===== config.mk =====
export PLATFORM = sky130hd
export DESIGN_NAME = conv_loop_ctrl
export DESIGN_NICKNAME = d
export VERILOG_FILES = /design/src/rtl/conv_ctrl_pkg.sv /design/src/rtl/conv_loop_counter.sv /design/src/rtl/conv_loop_ctrl.sv
export SDC_FILE = /design/constraint.sdc
export NUM_CORES = 1
export LEC_CHECK = 0
export CORE_MARGIN = 10
export CORE_UTILIZATION = 35
export CTS_BUF_LIST = sky130_fd_sc_hd__clkbuf_4
export CTS_CLUSTER_DIAMETER = 60
export CTS_CLUSTER_SIZE = 10
export DETAILED_ROUTE_END_ITERATION = 8
export DONT_BUFFER_PORTS = 1
export SLEW_MARGIN = 20
export SYNTH_ARGS = -nofsm -noshare
export SYNTH_HDL_FRONTEND = slang
export SYNTH_HIERARCHICAL = 1
export SYNTH_SLANG_ARGS = --single-unit

===== constraint.sdc =====
create_clock -name clk -period 15.98 [get_ports clk]
set_input_delay 3.196 -clock clk [delete_from_list [all_inputs] [get_ports clk]]
set_output_delay 3.196 -clock clk [all_outputs]
set_load 0.03 [all_outputs]

===== src/rtl/conv_ctrl_pkg.sv =====
// Shared types for the conv loop controller: FSM state encoding, the latched
// run configuration and the default counter width.
package conv_ctrl_pkg;

  localparam int CONV_CNT_W = 16;

  typedef enum logic [1:0] {
    IDLE  = 2'd0,
    CHECK = 2'd1,
    RUN   = 2'd2,
    DRAIN = 2'd3
  } fsm_state_e;

  typedef struct packed {
    logic [CONV_CNT_W-1:0] width;
    logic [CONV_CNT_W-1:0] height;
    logic [CONV_CNT_W-1:0] ch_in;
    logic [CONV_CNT_W-1:0] ch_out;
    logic [CONV_CNT_W-1:0] kernel;
  } conv_cfg_t;

endpackage


===== src/rtl/conv_loop_counter.sv =====
// One level of the conv loop nest. Counts 0..limit on inc_en, wraps to 0 on
// the last value and flags the wrap so the next outer level can advance.
module conv_loop_counter #(
  parameter int W = 16
) (
  input  logic         clk,
  input  logic         arst_n_in,
  input  logic         clr,
  input  logic         inc_en,
  input  logic [W-1:0] limit,
  output logic [W-1:0] cnt,
  output logic         last,
  output logic         wrap
);

  assign last = (cnt == limit);
  assign wrap = inc_en && last;

  // Count register: clear at run start, advance or wrap on inc_en.
  always_ff @(posedge clk or negedge arst_n_in) begin
    if (!arst_n_in) begin
      cnt <= '0;
    end else if (clr) begin
      cnt <= '0;
    end else if (inc_en) begin
      cnt <= last ? '0 : cnt + 1'b1;
    end
  end

endmodule


===== src/rtl/conv_loop_ctrl.sv =====
// Loop controller for the conv accelerator. Walks x > y > ch_in > ch_out group
// > k_v > k_h, one MAC step per fire, and tags outputs with their coordinates.
// Optional build macro CONV_CTRL_PERF_EN adds perf_active / perf_stall counters.
//
// Handshake: a fire happens in a cycle where a_ready, a_valid and b_valid are
// all high; a_ready drops while an output is held (out_valid && !out_ready),
// and an output is consumed in a cycle where out_valid && out_ready.
module conv_loop_ctrl
  import conv_ctrl_pkg::*;
#(
  parameter int LOG2_OF_MEM_HEIGHT = 20,
  parameter int CNT_W              = CONV_CNT_W,
  parameter int MAX_KERNEL_SIZE    = 7,
  parameter int OUT_PAR            = 4
) (
  input  logic                          clk,
  input  logic                          arst_n_in,
  input  logic                          start,
  input  logic [CNT_W-1:0]              cfg_width,
  input  logic [CNT_W-1:0]              cfg_height,
  input  logic [CNT_W-1:0]              cfg_ch_in,
  input  logic [CNT_W-1:0]              cfg_ch_out,
  input  logic [CNT_W-1:0]              cfg_kernel,
  output logic                          running,
  output logic                          done,
  output logic                          cfg_err,
  input  logic                          a_valid,
  input  logic                          b_valid,
  output logic                          a_ready,
  output logic                          b_ready,
  output logic                          write_a,
  output logic                          write_b,
  output logic                          mac_valid,
  output logic                          mac_accumulate_internal,
  output logic                          mac_accumulate_with_0,
  output logic                          mem_re,
  output logic [LOG2_OF_MEM_HEIGHT-1:0] mem_read_addr,
  output logic                          mem_we,
  output logic [LOG2_OF_MEM_HEIGHT-1:0] mem_write_addr,
  output logic                          out_valid,
  input  logic                          out_ready,
  output logic [CNT_W-1:0]              out_x,
  output logic [CNT_W-1:0]              out_y,
  output logic [CNT_W-1:0]              out_ch,
  output logic [OUT_PAR-1:0]            out_ch_mask,
  output logic [1:0]                    state_dbg
`ifdef CONV_CTRL_PERF_EN
  ,
  output logic [31:0]                   perf_active,
  output logic [31:0]                   perf_stall
`endif
);

  // Loop levels, innermost first.
  localparam int L_KH = 0, L_KV = 1, L_GRP = 2, L_CIN = 3, L_Y = 4, L_X = 5;

  fsm_state_e state, state_nxt;
  conv_cfg_t  cfg_q;

  logic             stall, fire, tap0, last_tap, launch, cfg_bad;
  logic [CNT_W-1:0] cnt   [6];
  logic [CNT_W-1:0] limit [6];
  logic [5:0]       last, wrap, inc;
  logic [CNT_W:0]   num_grp;
  logic [CNT_W-1:0] out_ch_nxt;
  logic [OUT_PAR-1:0] mask_nxt;

  assign launch  = (state == IDLE) && start;
  assign stall   = out_valid && !out_ready;
  assign a_ready = (state == RUN) && !stall;
  assign b_ready = a_ready;
  assign fire    = a_ready && a_valid && b_valid;
  assign write_a = fire;
  assign write_b = fire;
  assign mac_valid = fire;
  assign running   = (state != IDLE);
  assign state_dbg = state;

  assign tap0     = (cnt[L_KV] == '0) && (cnt[L_KH] == '0);
  assign last_tap = last[L_KV] && last[L_KH];

  assign mac_accumulate_internal = fire && !tap0;
  assign mac_accumulate_with_0   = fire && tap0 && (cnt[L_CIN] == '0);
  assign mem_re        = fire && tap0 && (cnt[L_CIN] != '0);
  assign mem_read_addr = LOG2_OF_MEM_HEIGHT'(cnt[L_GRP]);

  assign cfg_bad = (cfg_q.width == '0) || (cfg_q.height == '0) ||
                   (cfg_q.ch_in == '0) || (cfg_q.ch_out == '0) ||
                   (cfg_q.kernel == '0) ||
                   (cfg_q.kernel > CNT_W'(MAX_KERNEL_SIZE));

  // Number of output-channel groups, rounded up.
  assign num_grp = ({1'b0, cfg_q.ch_out} + (CNT_W+1)'(OUT_PAR - 1)) /
                   (CNT_W+1)'(OUT_PAR);

  assign limit[L_KH]  = cfg_q.kernel - 1'b1;
  assign limit[L_KV]  = cfg_q.kernel - 1'b1;
  assign limit[L_GRP] = CNT_W'(num_grp - 1'b1);
  assign limit[L_CIN] = cfg_q.ch_in - 1'b1;
  assign limit[L_Y]   = cfg_q.height - 1'b1;
  assign limit[L_X]   = cfg_q.width - 1'b1;

  assign inc[0] = fire;
  assign inc[5:1] = wrap[4:0];

  for (genvar i = 0; i < 6; i++) begin : g_lvl
    conv_loop_counter #(.W(CNT_W)) u_cnt (
      .clk       (clk),
      .arst_n_in (arst_n_in),
      .clr       (launch),
      .inc_en    (inc[i]),
      .limit     (limit[i]),
      .cnt       (cnt[i]),
      .last      (last[i]),
      .wrap      (wrap[i])
    );
  end

  assign out_ch_nxt = CNT_W'(cnt[L_GRP] * OUT_PAR);

  // Lane mask for the group being emitted: lanes past cfg_ch_out are off.
  always_comb begin
    mask_nxt = '0;
    for (int i = 0; i < OUT_PAR; i++) begin
      mask_nxt[i] = (({1'b0, out_ch_nxt} + (CNT_W+1)'(i)) < {1'b0, cfg_q.ch_out});
    end
  end

  // FSM state register.
  always_ff @(posedge clk or negedge arst_n_in) begin
    if (!arst_n_in) state <= IDLE;
    else            state <= state_nxt;
  end

  // FSM next-state: the x-level wrap marks the final MAC step of the run.
  always_comb begin
    state_nxt = state;
    case (state)
      IDLE:    if (start) state_nxt = CHECK;
      CHECK:   state_nxt = cfg_bad ? IDLE : RUN;
      RUN:     if (wrap[L_X]) state_nxt = DRAIN;
      DRAIN:   if (!out_valid || out_ready) state_nxt = IDLE;
      default: state_nxt = IDLE;
    endcase
  end

  // Config latch, status flags, partial-sum write strobe and output tagging.
  always_ff @(posedge clk or negedge arst_n_in) begin
    if (!arst_n_in) begin
      cfg_q          <= '0;
      cfg_err        <= 1'b0;
      done           <= 1'b0;
      mem_we         <= 1'b0;
      mem_write_addr <= '0;
      out_valid      <= 1'b0;
      out_x          <= '0;
      out_y          <= '0;
      out_ch         <= '0;
      out_ch_mask    <= '0;
    end else begin
      done   <= (state == DRAIN) && (!out_valid || out_ready);
      mem_we <= fire && last_tap && !last[L_CIN];
      if (launch) begin
        cfg_q   <= '{width: cfg_width, height: cfg_height, ch_in: cfg_ch_in,
                     ch_out: cfg_ch_out, kernel: cfg_kernel};
        cfg_err <= 1'b0;
      end
      if ((state == CHECK) && cfg_bad) cfg_err <= 1'b1;
      if (fire && last_tap && !last[L_CIN]) begin
        mem_write_addr <= LOG2_OF_MEM_HEIGHT'(cnt[L_GRP]);
      end
      if (fire && last_tap && last[L_CIN]) begin
        out_valid   <= 1'b1;
        out_x       <= cnt[L_X];
        out_y       <= cnt[L_Y];
        out_ch      <= out_ch_nxt;
        out_ch_mask <= mask_nxt;
      end else if (out_ready) begin
        out_valid <= 1'b0;
      end
    end
  end

`ifdef CONV_CTRL_PERF_EN
  // Saturating activity counters, cleared when a run is launched.
  always_ff @(posedge clk or negedge arst_n_in) begin
    if (!arst_n_in) begin
      perf_active <= '0;
      perf_stall  <= '0;
    end else if (launch) begin
      perf_active <= '0;
      perf_stall  <= '0;
    end else begin
      if (fire && (perf_active != '1)) perf_active <= perf_active + 1'b1;
      if ((state == RUN) && !fire && (perf_stall != '1)) perf_stall <= perf_stall + 1'b1;
    end
  end
`endif

endmodule


==> results.py, run 1 <==
metrics = {
    "final_layout": {
        "fin_util_pct": 37.5,
        "nets": 1466,
        "area_delta_synth_final_pct": 6.12,
        "drive_gt1_share_pct": 16.8,
    },
    "setup_path": {
        "rrSetupSlack_ns": 8.21,
        "start_kind": "input port",
        "r2r_start": "cfg_q[0]",
        "reg2reg_to": "g_lvl[5].u_cnt/cnt[13]",
        "cpMostUsedCell": "and2_1",
        "path_cells": "nand2b_2 > nand2_2 > nor3_2 > buf_4 > and2_1 > and2_1 > and2_1 > buf_4 > and2_1 > and2_1 > o211ai_2 > nor4_4 > xnor2_1 > a211oi_1",
        "cp.arrival_ns": 8.78,
        "crit_required_ns": 16.60,
        "endpoint_kind": "flop",
        "cp_slowest_cell": "and2_1",
        "crit_fanout": 29,
        "cpPeakStageDelay_ns": 0.81,
        "rr_worst_depth": 21,
        "critical_path_class": "input port to flop",
    },
    "clock_tree": {
        "ctsHoldBuffers": 0,
        "clk_pin_slew_ns": 0.10,
        "post-cts-setup-buffers": 0,
        "cts_max_level": 2,
        "numCtsBuffers": 35,
        "cts_tree": "built",
        "clkLatencyLatePin_ns": 0.74,
        "clockBufferDepth": 3,
        "cts-root-buf": "clkbuf_4",
        "cts_resized": 0,
        "cts_num_sinks": 248,
    },
    "timing": {
        "layout_setup_ws_ns": 7.82,
        "min_period_over_period_pct": 51.1,
        "rsz0062_at_grt": "no",
        "worst_hold_slack_ns": 0.554,
        "setup_violations": 0,
        "worst_slew_pin_slew_ns": 1.00,
        "fmax_ghz": 0.123,
        "relSlewSlack_pct": 32.5,
        "fin_setup_tns_ns": 0,
        "slew_violations": 0,
        "min_period_ns": 8.16,
        "hold_viol": 0,
        "finClkSkew_ns": 0.0738,
    },
    "pwr": {
        "sequentialPowerShare_pct": 52.4,
        "p_comb_share_pct": 14.9,
        "internal_power_w": 0.000960,
        "switchingPower_w": 0.000394,
        "p_per_area_nw_per_um2": 88.6,
        "clock_power_share_pct": 32.7,
        "p_leak_nw": 5.93,
        "peakVddDrop_mv": 0.0560,
        "p_sw_share_pct": 29.1,
    },
    "global_route": {
        "grt_pass1_vias": 10400,
        "gr-total-overflow": 0,
        "antenna_found_initial": 7,
        "use_met3_pct": 5.65,
        "grt_pass1_wl_mm": 61.4,
        "met2_usage_pct": 23.3,
        "top_usage_layer": "met2",
        "grt_max_degree": 249,
        "track_usage_pct": 15.2,
        "grt_util_met1_pct": 19.7,
    },
    "synthesis": {
        "ys_warn_count": 6,
        "netlist_instances": 1365,
        "ys_ff_latch": 248,
        "synthTopCellsByArea": "dfrtp_1 (43%), xnor2_1 (12%), mux2_2 (9.8%)",
        "yosysTopAreaCell": "dfrtp_1",
        "synth.cell_area_um2": 14400,
        "synth-seq-area-share_pct": 43.1,
        "syn_area_per_cell_um2": 10.6,
        "synth.top_cells.by_count": "dfrtp_1 (248), xnor2_1 (194), mux2_2 (125)",
        "synth_top_area_share_pct": 43.1,
        "synthFlopType": "dfrtp_1",
        "synth.most_common_cell": "dfrtp_1",
        "async_flop_share_pct": 100,
        "synth_edf_count": 0,
        "synth.distinct_cells": 54,
    },
    "job": {
        "maxCapViolations": 0,
    },
    "floorplanning": {
        "rows": 74,
        "die_area_um2": 49700,
        "fp.dieW_um": 223,
        "start_util_pct": 35.4,
        "core_um2": 40700,
        "die_h_um": 223,
        "ioPinCount": 193,
    },
    "worst_hold_path": {
        "worstHoldStart": "cfg_q[35]",
        "min_path_cells": 1,
        "hold_path.class": "flop to flop",
        "worstHoldEndpoint": "cfg_q[35]",
    },
    "detailed_routing": {
        "wl_per_cell_um": 20.2,
        "wl_mm": 38.4,
        "drtAntennaViolNets": 0,
        "vias_per_cell": 5.41,
        "first_pass_iters": 5,
        "drcViolationCount": 0,
        "drt_iter0_drc": 834,
        "vias": 10300,
    },
    "placement": {
        "pre_cts_ws_ns": 7.16,
        "numPortBuffers": 0,
        "place.gp.congestion": 0.867,
        "dpl.hpwl_mm": 27.5,
    },
    "status": {
        "run_status": "complete, no violations",
    },
}
## layer usage
metal / share of wire (%) / wire, um
met5: 0.21 / 82
met3: 9.4 / 3610
met1: 44 / 16700
met4: 2.2 / 832
met2: 45 / 17200
## cell families after synthesis
kind of cell | synth area share (%)
compound gates | 9.06
fa+ha+maj | 2.61
buf+inv | 4.62
simple gates | 16.4
other cells | 0.0260
mux | 10.3
flops | 43.1
xor+xnor | 14.0
## worst max-delay path: cells and delay by family
family | cells | cell delay [ns]
buf+inv | 2 | 0.63
xor+xnor | 1 | 0.10
compound gates | 2 | 0.53
simple gates | 9 | 4.29
## layout by cell type (no fill, tap or decap), types with 6 or more instances in the layout
master,instances
dfrtp_1,248
xnor2_1,194
mux2_2,125
nand2_1,98
a211oi_1,77
inv_1,52
nor2_1,51
nand4_1,51
nand3_1,49
nor3_1,46
clkbuf_4,40
nor4_1,39
xor2_1,36
o21ai_0,33
ha_1,30
a21oi_1,17
o32ai_1,13
nor4_4,13
buf_4,13
conb_1,10
nand3b_1,9
o31ai_1,9
and2_1,8
nand2b_1,8
or2_2,7
mux2i_1,7
o22ai_1,6
o211ai_2,6
o2111ai_1,6
## flip-flops by register name, summed over array words and instances, names as in the netlist, named ones only
name	cells
out_y	16
mem_write_addr	16
mem_we	1
out_valid	1
done	1
out_ch	14
cfg_err	1
cfg_q	80
g_lvl.u_cnt/cnt	96
state_dbg	1
out_x	16
out_ch_mask	4
## power groups by stage
stage / Combinational [W] / Sequential [W] / Clock, W
floorplan: 0.000176 / 0.000704 / 0
global route: 0.000225 / 0.000717 / 0.000486
detailed placement: 0.000202 / 0.000723 / 0
CTS: 0.000203 / 0.000710 / 0.000466
finish: 0.000202 / 0.000709 / 0.000443
global placement: 0.000198 / 0.000721 / 0
## cell type report
class	count	area [um2]
flip-flops and latches	248	6210
fillers	4033	25400
clock buffers	40	300
diodes	2	5.00
repair buffers	14	125
clock inverters	13	200
multi-input cells	999	7590
inverters	52	195
well taps	532	666
## through the flow
step | area [um2] | power, W | cells
2_1_floorplan | 14400 | 0.000880 | 1374
3_3_place_gp | 14800 | 0.000919 | 1845
3_5_place_dp | 14800 | 0.000924 | 1845
4_1_cts | 15300 | 0.00138 | 1898
5_1_grt | 15300 | 0.00143 | 1900
6_report | 15300 | 0.00135 | 1900
## worst max path at each step
| stage | endpoint | cells past startpoint | start | slack (ns) |
|---|---|---|---|---|
| after detailed placement | g_lvl[5].u_cnt/cnt[10] | 14 | out_ready | 7.16 |
| after CTS | g_lvl[5].u_cnt/cnt[13] | 14 | out_ready | 7.96 |
| after floorplan | state_dbg[0] | 24 | out_ready | 6.04 |
| after global placement | g_lvl[5].u_cnt/cnt[15] | 14 | out_ready | 7.30 |
| final | g_lvl[5].u_cnt/cnt[13] | 14 | out_ready | 7.82 |
| after global routing | g_lvl[5].u_cnt/cnt[14] | 14 | out_ready | 7.38 |
No activity file was read; power rests on OpenSTA's default activity.
==> run 2: changes to the inputs <==
- clock period: 15.98 -> 6.9 ns (I/O delays scaled with it)
==> run 2 against run 1 <==
First-iteration DRC count down 26%. Worst setup slack worse by 7.0 ns. Utilization is 0.086 points higher. Flip-flop and latch count unchanged. Highest routed layer unchanged. Clock power increased by 120%. Clock skew down 0.027 ns. Global-route usage shrank 0.18 points.
==> results.py, run 2 (synthesis results as in run 1) <==
metrics = {
    "status": {
        "run_status": "complete, no violations",
    },
    "final_layout": {
        "nets": 1477,
        "top_register": "g_lvl.u_cnt/cnt",
        "largest_register_ffs": 96,
        "largest_registers": "g_lvl.u_cnt/cnt: 96 flops, cfg_q: 80 flops",
        "drive_gt1_share_pct": 17.4,
        "nFillCells": 4003,
        "final_common_cell": "dfrtp_1",
        "area_delta_synth_final_pct": 6.36,
        "final_cell_mix": "dfrtp_1 (248), xnor2_1 (194), mux2_2 (125)",
    },
    "detailed_routing": {
        "drt_iter0_drc": 614,
        "wl_mm": 38.0,
        "wl_per_cell_um": 19.9,
        "first_pass_iters": 5,
        "vias_per_cell": 5.41,
        "vias": 10300,
        "drcViolationCount": 0,
        "drtAntennaViolNets": 0,
    },
    "clock_tree": {
        "cts_num_sinks": 248,
        "cts_resized": 0,
        "cts_max_level": 2,
        "clk_pin_slew_ns": 0.11,
        "cts-root-buf": "clkbuf_4",
        "cts_tree": "built",
        "clkLatencyLatePin_ns": 0.73,
        "ctsHoldBuffers": 0,
        "clockBufferDepth": 3,
        "post-cts-setup-buffers": 0,
        "numCtsBuffers": 36,
    },
    "setup_path": {
        "start_kind": "flop",
        "crit_fanout": 23,
        "rr_worst_depth": 24,
        "critical_path_class": "flop to flop",
        "cp.arrival_ns": 6.73,
        "crit_required_ns": 7.53,
        "rrSetupSlack_ns": 0.80,
        "endpoint_kind": "flop",
    },
    "job": {
        "maxCapViolations": 0,
    },
    "worst_hold_path": {
        "hold_path.class": "input port to async pin",
    },
    "timing": {
        "hold_viol": 0,
        "rsz0062_at_grt": "no",
        "slew_violations": 0,
        "setup_violations": 0,
        "relSlewSlack_pct": 39.1,
        "min_period_over_period_pct": 88.4,
        "fin_setup_tns_ns": 0,
        "min_period_ns": 6.10,
        "finClkSkew_ns": 0.0467,
        "fmax_ghz": 0.164,
        "worst_slew_pin_slew_ns": 0.906,
        "layout_setup_ws_ns": 0.801,
    },
    "floorplanning": {
        "start_util_pct": 35.4,
        "ioPinCount": 193,
        "fp.dieW_um": 223,
        "core_um2": 40700,
        "rows": 74,
        "die_area_um2": 49700,
        "die_h_um": 223,
    },
    "global_route": {
        "antenna_found_initial": 2,
        "grt_max_degree": 249,
        "grt_pass1_vias": 10400,
        "grt_pass1_wl_mm": 60.8,
        "track_usage_pct": 15.0,
        "gr-total-overflow": 0,
    },
    "placement": {
        "place.gp.congestion": 0.862,
        "numPortBuffers": 0,
        "dpl.hpwl_mm": 26.9,
        "pre_cts_ws_ns": 0.879,
    },
    "pwr": {
        "peakVddDrop_mv": 0.122,
        "p_per_area_nw_per_um2": 200,
        "p_leak_nw": 5.97,
        "total_power_w": 0.00307,
    },
}
run 2: power breakdown:
part	leakage [nW]	switching, W	total, W	internal (W)
clock	0.262	0.000563	0.000962	0.000399
combinational	2.42	0.000251	0.000477	0.000226
sequential	3.29	0.000105	0.00163	0.00153
total	5.97	0.000919	0.00307	0.00215
run 2: worst paths after layout:
path | to | startpoint
worst max-delay path | g_lvl[5].u_cnt/cnt[11] | cfg_q[0]
worst min-delay path | out_x[10] | arst_n_in
worst max register to register | g_lvl[5].u_cnt/cnt[11] | cfg_q[0]
worst min register to register | cfg_q[73] | cfg_q[73]
max in group asynchronous | g_lvl[2].u_cnt/cnt[14] | arst_n_in
min in group clk | cfg_q[73] | cfg_q[73]
run 2: through the flow:
stage	utilization, %	cells	area [um2]	hold slack [ns]
after global routing	37.6	1912	15300	0.250
final	37.6	1913	15300	0.344
after CTS	37.6	1910	15300	0.235
after detailed placement	36.5	1855	14900	0.533
after floorplan	-	1374	14500	0.480
after global placement	36.5	1855	14900	0.519
run 2: critical path, cell delays in order, from the launching register on:
cell      delay [ns]
dfrtp_1         0.42
inv_1           0.18
ha_1            0.22
nor3b_1         0.42
nand3_1         0.18
or4_4           0.45
nor3_2          0.13
xor2_1          0.27
xnor2_1         0.16
nand4_1         0.16
nor4_4          0.22
buf_4           0.28
and2_1          0.18
and2_1          0.14
buf_4           0.26
and2_1          0.18
buf_4           0.28
and2_1          0.18
buf_4           0.26
and2_1          0.17
buf_4           0.26
o211ai_2        0.20
nor4_1          0.41
xnor2_1         0.11
a211oi_1        0.26
run 2: per-layer routing:
metal  GRT usage, %  wire, um  up-vias  part of all wire [%]
met5              0        13        -                 0.034
met2           23.6     17700      272                    47
met4           4.77       767        2                   2.0
met1           19.5     17000     5132                    45
met3           4.39      2510       56                   6.6
li1               -         -     4878                     -
run 2: final cells by class:
cell class,count,area (um2),area share [%]
flip-flops and latches,248,6210,40.5
clock buffers,40,300,1.96
multi-input cells,999,7600,49.6
clock inverters,15,159,1.04
diodes,3,7.51,0.0490
repair buffers,24,193,1.26
well taps,532,666,4.34
inverters,52,195,1.27
==> run 3: changes to the inputs <==
- CORE_UTILIZATION: 35 -> 40
==> run 3 against run 2 <==
Sequential share of layout area increased by 0.52 points. First-iteration DRC count increased by 4.6%. Sequential power about the same. Final cell count decreased by 4.2%. Clock power decreased by 6.8%. Global-route usage increased by 1.8 points. Count of clock-buffer cells in the layout decreased by 1. Combinational power about the same. Critical path depth decreased by 2. Die area decreased by 11%. Hold slack improved by 0.011 ns. Utilization increased by 4.9 points. Largest cell class unchanged.
==> results.py, run 3 (synthesis results as in run 1) <==
metrics = {
    "placement": {
        "place.gp.congestion": 0.841,
        "dpl.cell_count": 1776,
        "numPortBuffers": 0,
        "dpl-instance-area_um2": 14700,
        "dpl.hpwl_mm": 26.0,
    },
    "setup_path": {
        "reg2reg_to": "g_lvl[5].u_cnt/cnt[13]",
        "cpMostUsedCell": "and2_1",
        "path_cells": "inv_1 > ha_1 > nor3b_1 > nand3_1 > or4_4 > nor3_2 > xor2_1 > xnor2_1 > nand4_1 > nor4_4 > buf_4 > and2_1 > and2_1 > buf_4 > and2_1 > and2_1 > buf_4 > and2_1 > o211ai_2 > nor4_4 > xnor2_1 > a211oi_1",
        "cpPeakStageDelay_ns": 0.72,
        "crit_required_ns": 7.52,
        "cp.arrival_ns": 6.77,
        "path_buf_inv": 4,
        "critical_path_class": "flop to flop",
        "rrSetupSlack_ns": 0.75,
        "start_kind": "flop",
        "critPathTopFamily": "simple AND/OR/NAND/NOR gates",
        "rr_worst_depth": 22,
        "crit_fanout": 23,
        "endpoint_kind": "flop",
        "r2r_start": "cfg_q[0]",
        "cp_slowest_cell": "and2_1",
    },
    "timing": {
        "min_period_ns": 6.15,
        "worst_slew_pin_slew_ns": 1.09,
        "min_period_over_period_pct": 89.1,
        "finClkSkew_ns": 0.0410,
        "hold_viol": 0,
        "relSlewSlack_pct": 26.5,
        "rsz0062_at_grt": "no",
        "fin_setup_tns_ns": 0,
        "slew_violations": 0,
        "setup_violations": 0,
        "fmax_ghz": 0.163,
    },
    "final_layout": {
        "area_delta_synth_final_pct": 5.03,
        "largest_registers": "g_lvl.u_cnt/cnt: 96 flops, cfg_q: 80 flops",
        "nets": 1469,
        "drive_gt1_share_pct": 17.1,
        "nFillCells": 3440,
        "design_area_um2": 15100,
        "final_cell_mix": "dfrtp_1 (248), xnor2_1 (194), mux2_2 (125)",
        "final_cells": 1833,
        "largest_register_ffs": 96,
        "multi_input_area_um2": 7600,
        "regArea_um2": 6210,
        "final_common_cell": "dfrtp_1",
        "top_register": "g_lvl.u_cnt/cnt",
    },
    "status": {
        "run_status": "complete, no violations",
    },
    "detailed_routing": {
        "drcViolationCount": 0,
        "wl_per_cell_um": 20.3,
        "drtAntennaViolNets": 0,
        "drt_iter0_drc": 642,
        "vias": 10300,
        "wl_mm": 37.2,
        "first_pass_iters": 5,
        "vias_per_cell": 5.61,
    },
    "job": {
        "maxCapViolations": 0,
    },
    "floorplanning": {
        "rows": 69,
        "die_h_um": 210,
        "fp.dieW_um": 210,
        "die_area_um2": 44000,
        "start_util_pct": 40.5,
        "core_um2": 35600,
        "ioPinCount": 193,
    },
    "global_route": {
        "grt_pass1_wl_mm": 60.5,
        "track_usage_pct": 16.8,
        "antenna_found_initial": 3,
        "grt_max_degree": 249,
        "gr-total-overflow": 0,
        "grt_pass1_vias": 10500,
    },
    "pwr": {
        "peakVddDrop_mv": 0.226,
        "p_per_area_nw_per_um2": 199,
        "total_power_w": 0.00301,
        "p_leak_nw": 5.90,
    },
    "clock_tree": {
        "cts_max_level": 2,
        "numCtsBuffers": 36,
        "clkLatencyLatePin_ns": 0.74,
        "post-cts-setup-buffers": 0,
        "cts_resized": 0,
        "clk_pin_slew_ns": 0.11,
        "cts-root-buf": "clkbuf_4",
        "cts_num_sinks": 248,
        "clockBufferDepth": 3,
        "ctsHoldBuffers": 0,
        "cts_tree": "built",
    },
    "worst_hold_path": {
        "hold_path.class": "input port to async pin",
    },
}
-- run 3: cell count changes in the layout (fill, tap and decap cells not counted), sizes merged --
cell and change:
clkbuf -1, inv +1, bufinv -2, clkinv +1, buf -8, clkinvlp +1
diode -1
-- run 3: where the power goes --
group          internal (W)  switching (W)
clock              0.000322       0.000575
sequential          0.00153       0.000105
combinational      0.000226       0.000251
total               0.00208       0.000930
-- run 3: worst max-delay path by stage --
| stage | startpoint | to | cells past startpoint | slack [ns] |
|---|---|---|---|---|
| after floorplan | cfg_q[0] | state_dbg[0] | 30 | 0.0009 |
| after global placement | cfg_q[0] | g_lvl[5].u_cnt/cnt[15] | 22 | 0.91 |
| after detailed placement | cfg_q[0] | g_lvl[5].u_cnt/cnt[13] | 22 | 0.78 |
| after CTS | cfg_q[0] | g_lvl[5].u_cnt/cnt[13] | 22 | 0.74 |
| after global routing | cfg_q[0] | g_lvl[5].u_cnt/cnt[13] | 22 | 0.16 |
| final | cfg_q[0] | g_lvl[5].u_cnt/cnt[13] | 22 | 0.75 |
-- run 3: layer usage --
metal  GRT usage (%)  vias to the layer above  share of wire (%)
met5               0                        -              0.019
met4            4.74                        2                1.6
met3            5.00                       42                6.9
met2            26.9                      232                 47
met1            21.6                     5141                 45
li1                -                     4872                  -
-- run 3: worst register-to-register path: cells and delay by family (launching register included) --
kind                       cells  cell delay (ns)
buffers and inverters          4             0.96
xor gates and xnor gates       3             0.54
AOI/OAI and AO/OA              2             0.54
adders and majority gates      1             0.22
and+or+nand+nor               12             3.38
DFF                            1             0.42
-- run 3: final cells by class --
cell class,instances,area share (%)
multi-input combinational,999,50.2
sequential,248,41.0
tap,461,3.81
clock buffer,39,1.93
inverter,52,1.29
timing repair buffer,16,0.876
clock inverter,16,0.810
antenna,2,0.0331
-- run 3: metrics by stage --
stage / worst slack (ns) / hold slack (ns) / utilization [%]
after global routing: 0.157 / 0.253 / 42.5
after floorplan: 0.000924 / 0.480 / -
after detailed placement: 0.783 / 0.528 / 41.4
after CTS: 0.741 / 0.239 / 42.5
after global placement: 0.907 / 0.523 / 41.4
final: 0.753 / 0.356 / 42.5
